File: config.mk
export PLATFORM = sky130hd
export DESIGN_NAME = region_fill_writer
export DESIGN_NICKNAME = d
export VERILOG_FILES = /design/src/rtl/region_fill_writer.sv
export SDC_FILE = /design/constraint.sdc
export NUM_CORES = 1
export LEC_CHECK = 0
export BUFFER_PORTS_ARGS = -buffer_cell sky130_fd_sc_hd__buf_2
export CORE_ASPECT_RATIO = 0.5
export CORE_MARGIN = 1
export CORE_UTILIZATION = 40
export CTS_CLUSTER_DIAMETER = 60
export DETAILED_ROUTE_END_ITERATION = 6
export PLACE_DENSITY = 0.65
export SYNTH_ARGS = -nofsm -noshare
export SYNTH_HDL_FRONTEND = slang
export SYNTH_SLANG_ARGS = --single-unit
File: constraint.sdc
create_clock -name clock -period 5.95 [get_ports clock]
set_input_delay 0 -clock clock [delete_from_list [all_inputs] [get_ports clock]]
set_output_delay 0 -clock clock [all_outputs]
set_load 0.1 [all_outputs]
File: src/rtl/region_fill_writer.sv
// Rectangle fill engine for the 320x240x3 image RAM: clips a latched rectangle to the
// screen and writes it row-major, one pixel per clock, with address = y*320 + x.
module region_fill_writer #(
  parameter int SCREEN_W = 320,
  parameter int SCREEN_H = 240
) (
  input  logic        clock,
  input  logic        reset,
  input  logic        start,
  input  logic [8:0]  x0,
  input  logic [7:0]  y0,
  input  logic [8:0]  width,
  input  logic [7:0]  height,
  input  logic [2:0]  color,
  output logic        busy,
  output logic        done,
  output logic [16:0] mem_address,
  output logic [2:0]  mem_data,
  output logic        mem_wren
);

  localparam logic [9:0] SCREEN_W_V = 10'(SCREEN_W);
  localparam logic [8:0] SCREEN_H_V = 9'(SCREEN_H);

  typedef enum logic [1:0] {IDLE, FILL, DONE} state_t;

  state_t      state_reg, state_next;
  logic [8:0]  x0_reg, x0_next;
  logic [7:0]  y0_reg, y0_next;
  logic [8:0]  we_reg, we_next;
  logic [7:0]  he_reg, he_next;
  logic [8:0]  cx_reg, cx_next;
  logic [7:0]  cy_reg, cy_next;
  logic        busy_reg, busy_next;
  logic        done_reg, done_next;
  logic        wren_reg, wren_next;
  logic [16:0] addr_reg, addr_next;
  logic [2:0]  data_reg, data_next;

  logic [9:0]  room_w;
  logic [8:0]  room_h;
  logic [8:0]  ext_w;
  logic [7:0]  ext_h;
  logic        empty_req;
  logic        col_last;
  logic        row_last;

  // y*320 + x as y*256 + y*64 + x; never exceeds 76799 once clipped
  function automatic logic [16:0] pix_addr(input logic [7:0] y, input logic [8:0] x);
    return {1'b0, y, 8'd0} + {3'd0, y, 6'd0} + {8'd0, x};
  endfunction

  // Clipped extent of the request on the input side, used only at acceptance
  always_comb begin
    room_w    = ({1'b0, x0} < SCREEN_W_V) ? SCREEN_W_V - {1'b0, x0} : 10'd0;
    room_h    = ({1'b0, y0} < SCREEN_H_V) ? SCREEN_H_V - {1'b0, y0} : 9'd0;
    ext_w     = ({1'b0, width} < room_w) ? width : room_w[8:0];
    ext_h     = ({1'b0, height} < room_h) ? height : room_h[7:0];
    empty_req = (ext_w == 9'd0) || (ext_h == 8'd0);
  end

  assign col_last = (cx_reg == we_reg - 9'd1);
  assign row_last = (cy_reg == he_reg - 8'd1);

  always_comb begin
    state_next = state_reg;
    x0_next    = x0_reg;
    y0_next    = y0_reg;
    we_next    = we_reg;
    he_next    = he_reg;
    cx_next    = cx_reg;
    cy_next    = cy_reg;
    busy_next  = 1'b0;
    done_next  = 1'b0;
    wren_next  = 1'b0;
    addr_next  = addr_reg;
    data_next  = data_reg;
    case (state_reg)
      IDLE: begin
        if (start) begin
          x0_next = x0;
          y0_next = y0;
          we_next = ext_w;
          he_next = ext_h;
          cx_next = 9'd0;
          cy_next = 8'd0;
          if (empty_req) begin
            state_next = DONE;
            done_next  = 1'b1;
          end else begin
            state_next = FILL;
            busy_next  = 1'b1;
            wren_next  = 1'b1;
            addr_next  = pix_addr(y0, x0);
            data_next  = color;
          end
        end
      end
      FILL: begin
        // The registered outputs currently carry pixel (cx, cy); line up the next one
        if (col_last && row_last) begin
          state_next = DONE;
          done_next  = 1'b1;
        end else begin
          busy_next = 1'b1;
          wren_next = 1'b1;
          if (col_last) begin
            cx_next = 9'd0;
            cy_next = cy_reg + 8'd1;
          end else begin
            cx_next = cx_reg + 9'd1;
          end
          addr_next = pix_addr(y0_reg + cy_next, x0_reg + cx_next);
        end
      end
      DONE: state_next = IDLE;
      default: state_next = IDLE;
    endcase
  end

  always_ff @(posedge clock or posedge reset) begin
    if (reset) begin
      state_reg <= IDLE;
      x0_reg    <= '0;
      y0_reg    <= '0;
      we_reg    <= '0;
      he_reg    <= '0;
      cx_reg    <= '0;
      cy_reg    <= '0;
      busy_reg  <= 1'b0;
      done_reg  <= 1'b0;
      wren_reg  <= 1'b0;
      addr_reg  <= '0;
      data_reg  <= '0;
    end else begin
      state_reg <= state_next;
      x0_reg    <= x0_next;
      y0_reg    <= y0_next;
      we_reg    <= we_next;
      he_reg    <= he_next;
      cx_reg    <= cx_next;
      cy_reg    <= cy_next;
      busy_reg  <= busy_next;
      done_reg  <= done_next;
      wren_reg  <= wren_next;
      addr_reg  <= addr_next;
      data_reg  <= data_next;
    end
  end

  assign busy        = busy_reg;
  assign done        = done_reg;
  assign mem_wren    = wren_reg;
  assign mem_address = addr_reg;
  assign mem_data    = data_reg;

endmodule

; ---- Yosys cells after proc, flatten, opt, wreduce, memory -nomap -nowiden
; Index checks and enable logic that the tools add are counted.
[totals]
ff_bits = 75
word_cells = 78
inputBits = 40
output_inout_bits = 23
[classes]
n_lt_le_gt_ge = 4
eq_ne = 7
bitwise_logic = 1
n_mux = 32
n_addsub = 12
reduce_logical = 11
[ops]
columns = op, n
row1 = 9-bit 2-to-1 mux, 7
row2 = 17-bit 2-to-1 mux, 3
row3 = 8-bit 2-to-1 mux, 6
row4 = 16-bit by 14-bit adder with 17-bit output, 2
row5 = 17-bit by 9-bit adder with 17-bit output, 2
row6 = 17-bit one-hot mux with 2 select lines, 1
row7 = 9-bit one-hot mux with 2 select lines, 1
row8 = 8-bit one-hot mux with 2 select lines, 1
row9 = 9-bit by 10-bit less-than comparator with 1-bit output, 1
row10 = 10-bit 2-to-1 mux, 1
row11 = "9-bit by 9-bit subtractor with 10-bit output, first input constant", 1
row12 = "9-bit by 1-bit adder with 9-bit output, second input constant", 1
row13 = 9-bit adder, 1
row14 = 9-bit == test, 1
row15 = 9-bit zero test, 1
row16 = 8-bit by 9-bit less-than comparator with 1-bit output, 1
row17 = "9-bit less-than comparator, second input constant", 1
row18 = "8-bit by 8-bit subtractor with 9-bit output, first input constant", 1
row19 = "9-bit by 1-bit subtractor with 9-bit output, second input constant", 1
row20 = "8-bit by 1-bit adder with 8-bit output, second input constant", 1
row21 = 8-bit adder, 1
row22 = 8-bit == test, 1
row23 = 8-bit zero test, 1
row24 = "8-bit less-than comparator, second input constant", 1
row25 = other kinds (15), 28

; ---- Logic depth before layout (Yosys ltp)
; Gate-level depths: netlist (run 1).
[depth]
depth_word = 10
ltp_mapped = 33
depth_no_buf = 30

; ---- Worst setup path after synthesis (run 1)
; OpenSTA, ideal clock, no wires.
[synth_timing]
path_kind = reg2reg
startpoint = register we_reg[0]
endpoint = register addr_reg[16] (netlist: mem_address[16])
required_time_ns = 5.824
path_stages_with_launch = 34
synth_period_minus_slack_ns = 6.103
path_buffers = 3
arrival_ns = 5.977
setup_time_ns = 0.126
setup_slack_ns = -0.153
path_cell_list = dfrtp_1 inv_1 ha_1 clkbuf_1 nor2b_1 or3_1 a31oi_1 nand4_1 nor2_1 buf_2 buf_2 nor2_1 ha_1 inv_1 fa_1 nor2b_1 o21ai_0 a21oi_1 o21ai_0 nand2b_1 a21o_1 a21oi_1 xnor2_1 fa_1 inv_1 ha_1 a21o_1 a21oi_1 o21ai_0 o41ai_1 nor2b_1 o21ai_0 o21ai_0 mux2_4
[synth_between]
elab_chain_len = 10
elab_cells_between_ends = 17
cone_classes = add/sub (5) / eq/ne (2) / mux (8) / reduce/logical (2)
[synth_rtl]
columns = item, line
row1 = "start, declared", 30  ; logic [8:0] we_reg, we_next;
row2 = "start signal, assigned", 139  ; we_reg <= we_next;
row3 = 9-bit by 1-bit subtractor with 9-bit output (*), 62  ; assign col_last = (cx_reg == we_reg - 9'd1);
row4 = 9-bit == test (*), 62
row5 = 8-bit 2-to-1 mux, 107  ; if (col_last) begin
row6 = 8-bit 2-to-1 mux, 101  ; if (col_last && row_last) begin
row7 = 8-bit 2-to-1 mux, 78  ; case (state_reg)
row8 = 8-bit adder, 113  ; addr_next = pix_addr(y0_reg + cy_next, x0_reg + cx_next);
row9 = 16-bit by 14-bit adder with 17-bit output, 50  ; return {1'b0, y, 8'd0} + {3'd0, y, 6'd0} + {8'd0, x};
row10 = 17-bit by 9-bit adder with 17-bit output, 50
row11 = 17-bit 2-to-1 mux, 101
row12 = 17-bit one-hot mux with 2 select lines, 78
row13 = "end signal, assigned", 146  ; addr_reg <= addr_next;
row14 = "end, declared", 37  ; logic [16:0] addr_reg, addr_next;
; Mark *: on every way between the ends. The rest lies on a longest branch, timed or not. The select of a mux whose other input is x is not followed.
; A chain may end at the register's enable or synchronous reset.

; ---- Worst setup path in the final report (run 1)
[layout_timing]
startpoint = register we_reg[1]
endpoint = register addr_reg[15] (netlist: mem_address[15])
; The elaborated chain is that of the path after synthesis.

==> results of run 1 <==
tightest hold or removal path, cell delays in order:
cell and delay [ns]:
buf_2 0.19, nand2_1 0.09, nand2_1 0.04
logic make-up (layout without fill, tap and decap cells):
family / Yosys count / count (layout)
flip-flops: 75 / 75
multiplexers: 16 / 16
XOR/XNOR: 67 / 67
AO/OA/AOI/OAI: 180 / 180
buffers and inverters: 75 / 149
AND/OR/NAND/NOR: 284 / 284
adder cells (fa/ha/maj): 72 / 72
placed cells by master, fill, tap and decap left out, types with 10 or more instances in the layout:
cell / Yosys / layout
nand2_1: 105 / 105
dfrtp_1: 75 / 74
ha_1: 66 / 64
buf_2: 4 / 62
nor2_1: 56 / 53
xnor2_1: 52 / 50
o21ai_0: 52 / 50
a21oi_1: 41 / 38
inv_1: 31 / 30
nor3_1: 26 / 26
nand3_1: 24 / 24
dlygate4sd3_1: 0 / 21
buf_4: 1 / 17
xor2_1: 15 / 15
a21o_1: 15 / 15
a31oi_1: 14 / 14
nor2b_1: 13 / 11
and3_1: 11 / 11
clkbuf_16: 0 / 10
metal layers:
metal / vias up / share of wire
li1: 2865 / -
met4: 0 / 0.011
met1: 2842 / 0.51
met3: 18 / 0.052
met2: 152 / 0.43
met5: - / 0
through the flow:
step / hold slack (ns) / setup TNS (ns)
floorplan: 0.105 / 0
global placement: 0.233 / 0
detailed placement: 0.239 / 0
CTS: 0.00647 / 0
global route: 0.0298 / -0.0996
finish: 0.0214 / 0
what timing repair did:
| item | CTS | global route |
|---|---|---|
| hold buffers | 21 | 0 |
| pin swaps | 0 | 13 |
| endpoints found under the hold margin | 21 | 0 |
| endpoints found under the setup margin | 1 | 4 |
| gates cloned | 0 | 1 |
| setup buffers | 0 | 6 |
| resized for setup | 1 | 24 |
power breakdown:
group | internal, uW | total [uW] | switching (uW)
Combinational | 1180 | 3030 | 1840
Sequential | 751 | 961 | 211
Clock | 420 | 642 | 222
final timing paths:
kind | to | slack [ns] | start | depth (start not counted)
max | mem_address[15] | 0.25 | we_reg[1] | 24
min | x0_reg[6] | 0.02 | x0[6] | 3
max reg2reg | mem_address[15] | 0.25 | we_reg[1] | 24
min reg2reg | x0_reg[5] | 0.49 | x0_reg[5] | 2
max in group asynchronous | we_reg[4] | 4.75 | reset | 4
min in group asynchronous | mem_wren | 0.50 | reset | 4
layout make-up:
class | instances | area, um^2 | share of cell area
multi-input cells | 619 | 4380 | 0.571
flip-flops and latches | 75 | 1880 | 0.245
repair buffers | 102 | 693 | 0.0904
well taps | 204 | 255 | 0.0333
clock buffers | 11 | 243 | 0.0317
inverters | 32 | 120 | 0.0157
clock inverters | 4 | 98.8 | 0.0129
==> metrics.csv, run 1 <==
metric;value;unit
site row count;32;
Design Power;4630;uW
ys flop type;dfrtp_1;
Starting Density;0.414;
max incr delay on CP;0.45;ns
Placed Instances;1004;
Synth Cell Area;6470;um^2
final core utilization;0.491;
Async SR Flop Fraction;1.00;
iteration-0 DRC count of the detailed router;331;
Nets;951;
H-tree levels;3;
GR Util met2;0.320;
met1 Usage GRT;0.310;
min setup slack post-route;0.245;ns
DR vias;5877;
DRC errors left;0;
Final Hold Violating Endpoints;0;
Yosys warning total;0;
Post-Synth XOR/XNOR Area;0.0908;
post-route insts no fill;1047;
TritonCTS buffer count;9;
clk slew on worst S/H paths;0.06;ns
CP startpoint kind;register;
Final Cell Area;7670;um^2
Critical path buffers and inverters;2;
Core ar.;15600;um^2
max reg flops;17;
clk sinks;75;
Die Width;182;um
Yosys reg bits;75;
Seq/Total Area, Yosys;0.290;
Worst slew margin;0.329;
Yosys top cell by area;dfrtp_1;
f_max;0.175;GHz
VDD IR max;0.231;mV
Unique masters post-synth;65;
TritonCTS clock tree;built;
RSZ-0062 raised after global routing;true;
synth top area cells;dfrtp_1 29%, ha_1 13%, xnor2_1 7.0%;
largest net degree at the start of global routing;76;
chip height;91.9;um
Slew @ Worst Pin;1.01;ns
final WL;17.4;mm
Crit-path slowest cell;fa_1;
synthesized area per cell;8.41;um^2
HPWL after DPL;12.8;mm
number of nets still failing antenna checks after routing;0;
largest family of logic cells by synthesized area;simple AND/OR/NAND/NOR gates;
GR Overflow Total;0;
complex-gate fraction of the synthesized area;0.185;
period utilization;0.959;
CP Capture Type;register;
clk root buf;clkbuf_16;
Clock Latency Late Sink;0.34;ns
Max-cap violations;0;
GRT Util Overall;0.212;
Max Buffers Root-to-Sink;2;
Gate Count Post-Synth;769;
CP delay by family, top;compound AO/OA/AOI/OAI gates;
wire per inst;16.6;um
most instantiated library cell after synthesis;nand2_1;
CP max FO;11;
Arr. time, crit path;5.99;ns
post-synthesis adder-cell area fraction;0.146;
Area Growth Syn to Fin;18.6;%
Synth Area in Simple Gates;0.209;
Synth top area share;0.290;
Critical Path, Cell by Cell;inv_1 > ha_1 > nor2b_1 > or3_1 > a31oi_1 > nand4_1 > nor2_4 > buf_12 > mux2_2 > fa_1 > a21o_1 > a21oi_1 > o21bai_1 > a21oi_1 > xnor2_1 > ha_1 > ha_1 > o21a_1 > o31ai_2 > a21oi_2 > nor2_1 > and3_1 > a2111oi_1 > mux2_4;
placement-stage cell area;6950;um^2
DP Worst Slack;0.0190;ns
Final min period;5.70;ns
gp weighted congestion;0.882;
leakage power;0.00362;uW
CP required;6.23;ns
first-pass iteration count of the detailed router;5;
fillcell total;1489;
initial antenna violation count;0;
vias in the first global route;5488;
mean number of vias per cell;5.61;
CP most frequent cell;ha_1;
net count after synthesis;881;
first-pass GRT wire length;27.9;mm
Synth top cells by count;105 x nand2_1, 75 x dfrtp_1, 66 x ha_1;
Setup-failing EPs final;0;
Cell Pwr Density;604;nW/um^2
busiest layer in global routing;met2;
final worst clock skew;0.00569;ns
post-synthesis mux area share;0.0315;
Hold Path Class;input port to register;
status;finished, final reports clean;
grt met3 use;0.0477;
full die area;16700;um^2
port bufs;62;
fin. max-slew vios;0;
Post-synth EDFFs;0;
CP Class;register to register;
share of cells above drive strength 1;0.170;
# IOs;63;
diodes inserted;0;
No activity file was read; power rests on OpenSTA's default activity.
==> inputs of run 2 (changes only) <==
- ABC_AREA: unset -> 1
- CORE_UTILIZATION: 40 -> 55
- PLACE_DENSITY: 0.65 -> 0.83
==> metrics.csv, run 2 <==
metric;value;unit;change
fillcell total;963;;was 1489
GRT Util Overall;0.277;;was 0.212
ys flop type;dfrtp_1;;unchanged
Post-synth EDFFs;0;;unchanged
vias in the first global route;5660;;was 5488
GR Overflow Total;0;;unchanged
Core ar.;11000;um^2;was 15600 um^2
placement-stage cell area;6670;um^2;was 6950 um^2
Crit-path slowest cell;fa_1;;unchanged
CP required;6.19;ns;was 6.23 ns
Seq/Total Area, Yosys;0.300;;was 0.290
max reg flops;17;;unchanged
first-pass iteration count of the detailed router;7;;was 5
synth top area cells;dfrtp_1 30%, nand2_1 16%, ha_1 13%;;was dfrtp_1 29%, ha_1 13%, xnor2_1 7.0%
Clock Latency Late Sink;0.35;ns;was 0.34 ns
Hold Path Class;input port to register;;unchanged
Die Width;153;um;was 182 um
Final Hold Violating Endpoints;0;;unchanged
clk sinks;75;;unchanged
site row count;27;;was 32
area of the multi-input gates;3820;um^2;was 4380 um^2
final WL;15.6;mm;was 17.4 mm
TritonCTS clock tree;built;;unchanged
diodes inserted;0;;unchanged
net count after synthesis;996;;was 881
clk root buf;clkbuf_16;;unchanged
Synth top cells by count;265 x nand2_1, 121 x inv_1, 75 x dfrtp_1;;was 105 x nand2_1, 75 x dfrtp_1, 66 x ha_1
crit path from;we_reg[0];;was we_reg[1]
# IOs;63;;unchanged
Async SR Flop Fraction;1.00;;unchanged
hold worst-path end;mem_address[2];;was x0_reg[6]
Worst slew margin;0.354;;was 0.329
synthesized area per cell;7.08;um^2;was 8.41 um^2
CP max FO;7;;was 11
TritonCTS buffer count;9;;unchanged
internal reg-to-reg setup slack;0.52;ns;was 0.25 ns
clk slew on worst S/H paths;0.06;ns;about the same
gp weighted congestion;0.922;;was 0.882
post-route insts no fill;1102;;was 1047
Max-cap violations;0;;unchanged
Final min period;5.43;ns;was 5.70 ns
Max Buffers Root-to-Sink;2;;unchanged
register area;1880;um^2;about the same
period utilization;0.913;;was 0.959
chip height;77.4;um;was 91.9 um
Hold Crit Start;x0[2];;was x0[6]
fin. max-slew vios;0;;unchanged
CP Capture Type;register;;unchanged
DRC errors left;2;;was 0
mean number of vias per cell;5.45;;was 5.61
first-pass GRT wire length;26.1;mm;was 27.9 mm
CP delay by family, top;adder cells;;was compound AO/OA/AOI/OAI gates
hold path cells;5;;was 3
Starting Density;0.567;;was 0.414
DR vias;6010;;was 5877
number of nets still failing antenna checks after routing;0;;unchanged
most frequent cells in the layout;264 x nand2_1, 120 x inv_1, 75 x dfrtp_1, 69 x nand3_1, 66 x ha_1;;was 105 x nand2_1, 74 x dfrtp_1, 64 x ha_1, 62 x buf_2, 53 x nor2_1
initial antenna violation count;0;;unchanged
largest net degree at the start of global routing;76;;unchanged
wire per inst;14.2;um;was 16.6 um
Yosys top cell by area;dfrtp_1;;unchanged
Unique masters post-synth;32;;was 65
status;finished, violations left;;was finished, final reports clean
Setup TNS Final;0;ns;unchanged
H-tree levels;3;;unchanged
r2r endpoint;mem_address[15];;unchanged
Yosys reg bits;75;;unchanged
Reg2Reg Depth;36;;was 24
f_max;0.184;GHz;was 0.175 GHz
final worst clock skew;0.00897;ns;was 0.00569 ns
full die area;11800;um^2;was 16700 um^2
Levels on crit path;36;;was 24
most instantiated library cell after synthesis;nand2_1;;unchanged
Gate Count Post-Synth;884;;was 769
Arr. time, crit path;5.67;ns;was 5.99 ns
Yosys warning total;0;;unchanged
iteration-0 DRC count of the detailed router;444;;was 331
share of cells above drive strength 1;0.106;;was 0.170
RR Startpoint;we_reg[0];;was we_reg[1]
Placed Instances;1074;;was 1004
Synth top area share;0.300;;was 0.290
port bufs;62;;unchanged
violated checks;design-rule violations;;
RSZ-0062 raised after global routing;false;;was true
HPWL after DPL;11.5;mm;was 12.8 mm
CP startpoint kind;register;;unchanged
Synth Cell Area;6260;um^2;was 6470 um^2
hold_ws;0.00773;ns;was 0.0214 ns
CP Class;register to register;;unchanged
CP most frequent cell;nand2_1;;was ha_1
most common cell after layout, fill and taps aside;nand2_1;;unchanged
Nets;1064;;was 951
Slew @ Worst Pin;0.969;ns;was 1.01 ns
Setup-failing EPs final;0;;unchanged
Final Cell Area;7090;um^2;was 7670 um^2
max incr delay on CP;0.49;ns;was 0.45 ns
Critical path buffers and inverters;5;;was 2
Area Growth Syn to Fin;13.3;%;was 18.6%
run 2: stage by stage:
stage / setup WS (ns) / utilization
final: 0.519 / 0.642
after global routing: 0.0413 / 0.642
after CTS: 0.307 / 0.641
after global placement: 0.682 / 0.604
after detailed placement: 0.392 / 0.604
after floorplan: 0.801 / -
run 2: what timing repair did:
action,in CTS,in global routing
hold endpoints to repair,13,0
setup endpoints to repair,0,3
resized for setup,0,2
setup buffers,0,1
hold buffers,11,0
run 2: worst min-delay path: cells and delay by family:
kind | cells | cell delay (ns)
AO/OA/AOI/OAI | 1 | 0.07
buffers and inverters | 1 | 0.10
AND/OR/NAND/NOR | 3 | 0.16
run 2: layer usage:
layer / share of wire / up-vias / wire length, um / track usage
met3: 0.055 / 35 / 861 / 0.0503
li1: - / 2999 / - / -
met1: 0.48 / 2782 / 7440 / 0.364
met2: 0.45 / 194 / 6950 / 0.457
met4: 0.022 / 0 / 347 / 0.104
met5: 0 / - / 0 / 0
run 2: worst max path at each step:
stage / end / slack (ns)
2_1_floorplan: mem_address[15] / 0.80
3_3_place_gp: mem_address[15] / 0.68
3_5_place_dp: mem_address[15] / 0.39
4_1_cts: mem_address[15] / 0.31
5_1_grt: mem_address[15] / 0.04
6_report: mem_address[15] / 0.52
run 2: kinds of logic (layout without fill, tap and decap cells):
family | Yosys count | in the layout | share of synthesized area
AND/OR/NAND/NOR | 433 | 433 | 0.296
buffers and inverters | 143 | 216 | 0.0909
AO/OA/AOI/OAI | 118 | 118 | 0.103
flip-flops | 75 | 75 | 0.300
adder cells (fa/ha/maj) | 72 | 72 | 0.151
XOR/XNOR | 43 | 43 | 0.0602
run 2: layout make-up:
cell class / instances / area share
Multi-Input combinational cell: 666 / 0.539
Sequential cell: 75 / 0.265
Timing Repair Buffer: 78 / 0.0646
Inverter: 122 / 0.0646
Clock buffer: 10 / 0.0323
Tap cell: 145 / 0.0256
Clock inverter: 6 / 0.00935
Power of run 2 is not shown: default switching activity piles up to over one toggle a cycle in this logic, so the estimate is an artifact.
==> inputs of run 3 (changes only) <==
- PLACE_DENSITY: 0.83 -> 0.86
==> metrics.csv, run 3 (synthesis gave the netlist of run 2 again) <==
metric;value;unit;change
status;finished, violations left;;unchanged
violated checks;negative hold slack;;was design-rule violations
CP Capture Type;register;;unchanged
Area Growth Syn to Fin;13.4;%;was 13.3%
fillcell total;931;;was 963
Placed Instances;1074;;unchanged
largest net degree at the start of global routing;76;;unchanged
period utilization;0.893;;was 0.913
clk root buf;clkbuf_16;;unchanged
Nets;1065;;was 1064
chip height;77.4;um;unchanged
Critical path buffers and inverters;4;;was 5
first-pass iteration count of the detailed router;5;;was 7
Crit-path slowest cell;fa_1;;unchanged
CP delay by family, top;simple AND/OR/NAND/NOR gates;;was adder cells
CP max FO;6;;was 7
CP most frequent cell;nand2_1;;unchanged
HPWL after DPL;11.6;mm;was 11.5 mm
wire per inst;14.1;um;was 14.2 um
diodes inserted;0;;unchanged
met1 Usage GRT;0.371;;was 0.364
CP required;6.19;ns;about the same
max reg flops;17;;unchanged
vias in the first global route;5678;;was 5660
share of cells above drive strength 1;0.109;;was 0.106
DRC errors left;0;;was 2
Worst slew margin;0.361;;was 0.354
grt met3 use;0.0503;;unchanged
hold_ws;-0.00268;ns;was 0.00773 ns
most common cell after layout, fill and taps aside;nand2_1;;unchanged
Setup-failing EPs final;0;;unchanged
initial antenna violation count;0;;unchanged
Final Cell Area;7100;um^2;was 7090 um^2
Starting Density;0.567;;unchanged
Core ar.;11000;um^2;unchanged
first-pass GRT wire length;26.5;mm;was 26.1 mm
Clock Latency Late Sink;0.35;ns;about the same
post-route insts no fill;1103;;was 1102
TritonCTS clock tree;built;;unchanged
most frequent cells in the layout;264 x nand2_1, 120 x inv_1, 75 x dfrtp_1, 69 x nand3_1, 66 x ha_1;;unchanged
internal reg-to-reg setup slack;0.63;ns;was 0.52 ns
# IOs;63;;unchanged
f_max;0.188;GHz;was 0.184 GHz
Setup TNS Final;0;ns;unchanged
Reg2Reg Depth;37;;was 36
placement-stage cell area;6670;um^2;unchanged
H-tree levels;3;;unchanged
CP startpoint kind;register;;unchanged
Slew @ Worst Pin;0.959;ns;was 0.969 ns
max incr delay on CP;0.49;ns;about the same
TritonCTS buffer count;9;;unchanged
number of nets still failing antenna checks after routing;0;;unchanged
full die area;11800;um^2;unchanged
Max-cap violations;0;;unchanged
gp weighted congestion;0.891;;was 0.922
RSZ-0062 raised after global routing;false;;unchanged
GRT Util Overall;0.281;;was 0.277
GR Util met2;0.456;;was 0.457
mean number of vias per cell;5.41;;was 5.45
final WL;15.5;mm;was 15.6 mm
busiest layer in global routing;met2;;unchanged
Final min period;5.32;ns;was 5.43 ns
Hold Path Class;input port to register;;unchanged
port bufs;62;;unchanged
Max Buffers Root-to-Sink;2;;unchanged
fin. max-slew vios;0;;unchanged
GR Overflow Total;0;;unchanged
CP Class;register to register;;unchanged
Arr. time, crit path;5.55;ns;was 5.67 ns
site row count;27;;unchanged
DR vias;5962;;was 6010
Die Width;153;um;unchanged
clk sinks;75;;unchanged
RR Startpoint;we_reg[0];;unchanged
r2r endpoint;mem_address[15];;unchanged
final worst clock skew;0.00774;ns;was 0.00897 ns
Final Hold Violating Endpoints;1;;was 0
crit path from;we_reg[0];;unchanged
Levels on crit path;37;;was 36
clk slew on worst S/H paths;0.06;ns;about the same
iteration-0 DRC count of the detailed router;420;;was 444
Worst setup endpoint;mem_address[15];;unchanged
run 3: area by class of cell:
cell class | count | area (um^2) | share of cell area
clock buffer | 11 | 253 | 0.0356
clock inverter | 5 | 37.5 | 0.00529
multi-input combinational | 666 | 3830 | 0.539
inverter | 122 | 458 | 0.0645
tap | 145 | 181 | 0.0256
sequential | 75 | 1880 | 0.264
timing repair buffer | 79 | 465 | 0.0656
run 3: worst min path at each step:
| stage | from | endpoint | slack (ns) | depth (start not counted) |
|---|---|---|---|---|
| 4_1_cts | x0[3] | x0_reg[3] | 0.001 | 3 |
| 2_1_floorplan | color[0] | mem_data[0] | 0.11 | 2 |
| 6_report | width[7] | we_reg[7] | -0.003 | 3 |
| 3_3_place_gp | color[1] | mem_data[1] | 0.20 | 3 |
| 3_5_place_dp | color[1] | mem_data[1] | 0.20 | 3 |
| 5_1_grt | x0[3] | x0_reg[3] | 0.02 | 3 |
run 3: through the flow:
step           utilization  setup WS (ns)
3_3_place_gp         0.604          0.688
5_1_grt              0.643         0.0489
4_1_cts              0.640          0.361
6_report             0.643          0.634
3_5_place_dp         0.604          0.408
2_1_floorplan            -          0.801
run 3: timing repair:
action                                 CTS  global route
resized for setup                        0             2
setup buffers                            0             2
setup endpoints to repair                0             3
endpoints found under the hold margin   86             0
hold buffers                            11             0
run 3: worst reg2reg max path: cells and delay by family, from the launching register on:
kind / cells / cell delay (ns)
and+or+nand+nor: 22 / 1.88
xor gates and xnor gates: 1 / 0.17
DFF: 1 / 0.39
buffers and inverters: 4 / 0.30
adders and majority gates: 4 / 1.51
AOI/OAI and AO/OA: 6 / 0.96
run 3: per-layer routing:
layer	up-vias	part of all wire
met5	-	0
met4	0	0.026
met3	42	0.063
met2	182	0.45
met1	2745	0.46
li1	2993	-
Power of run 3 is left out for the same reason.
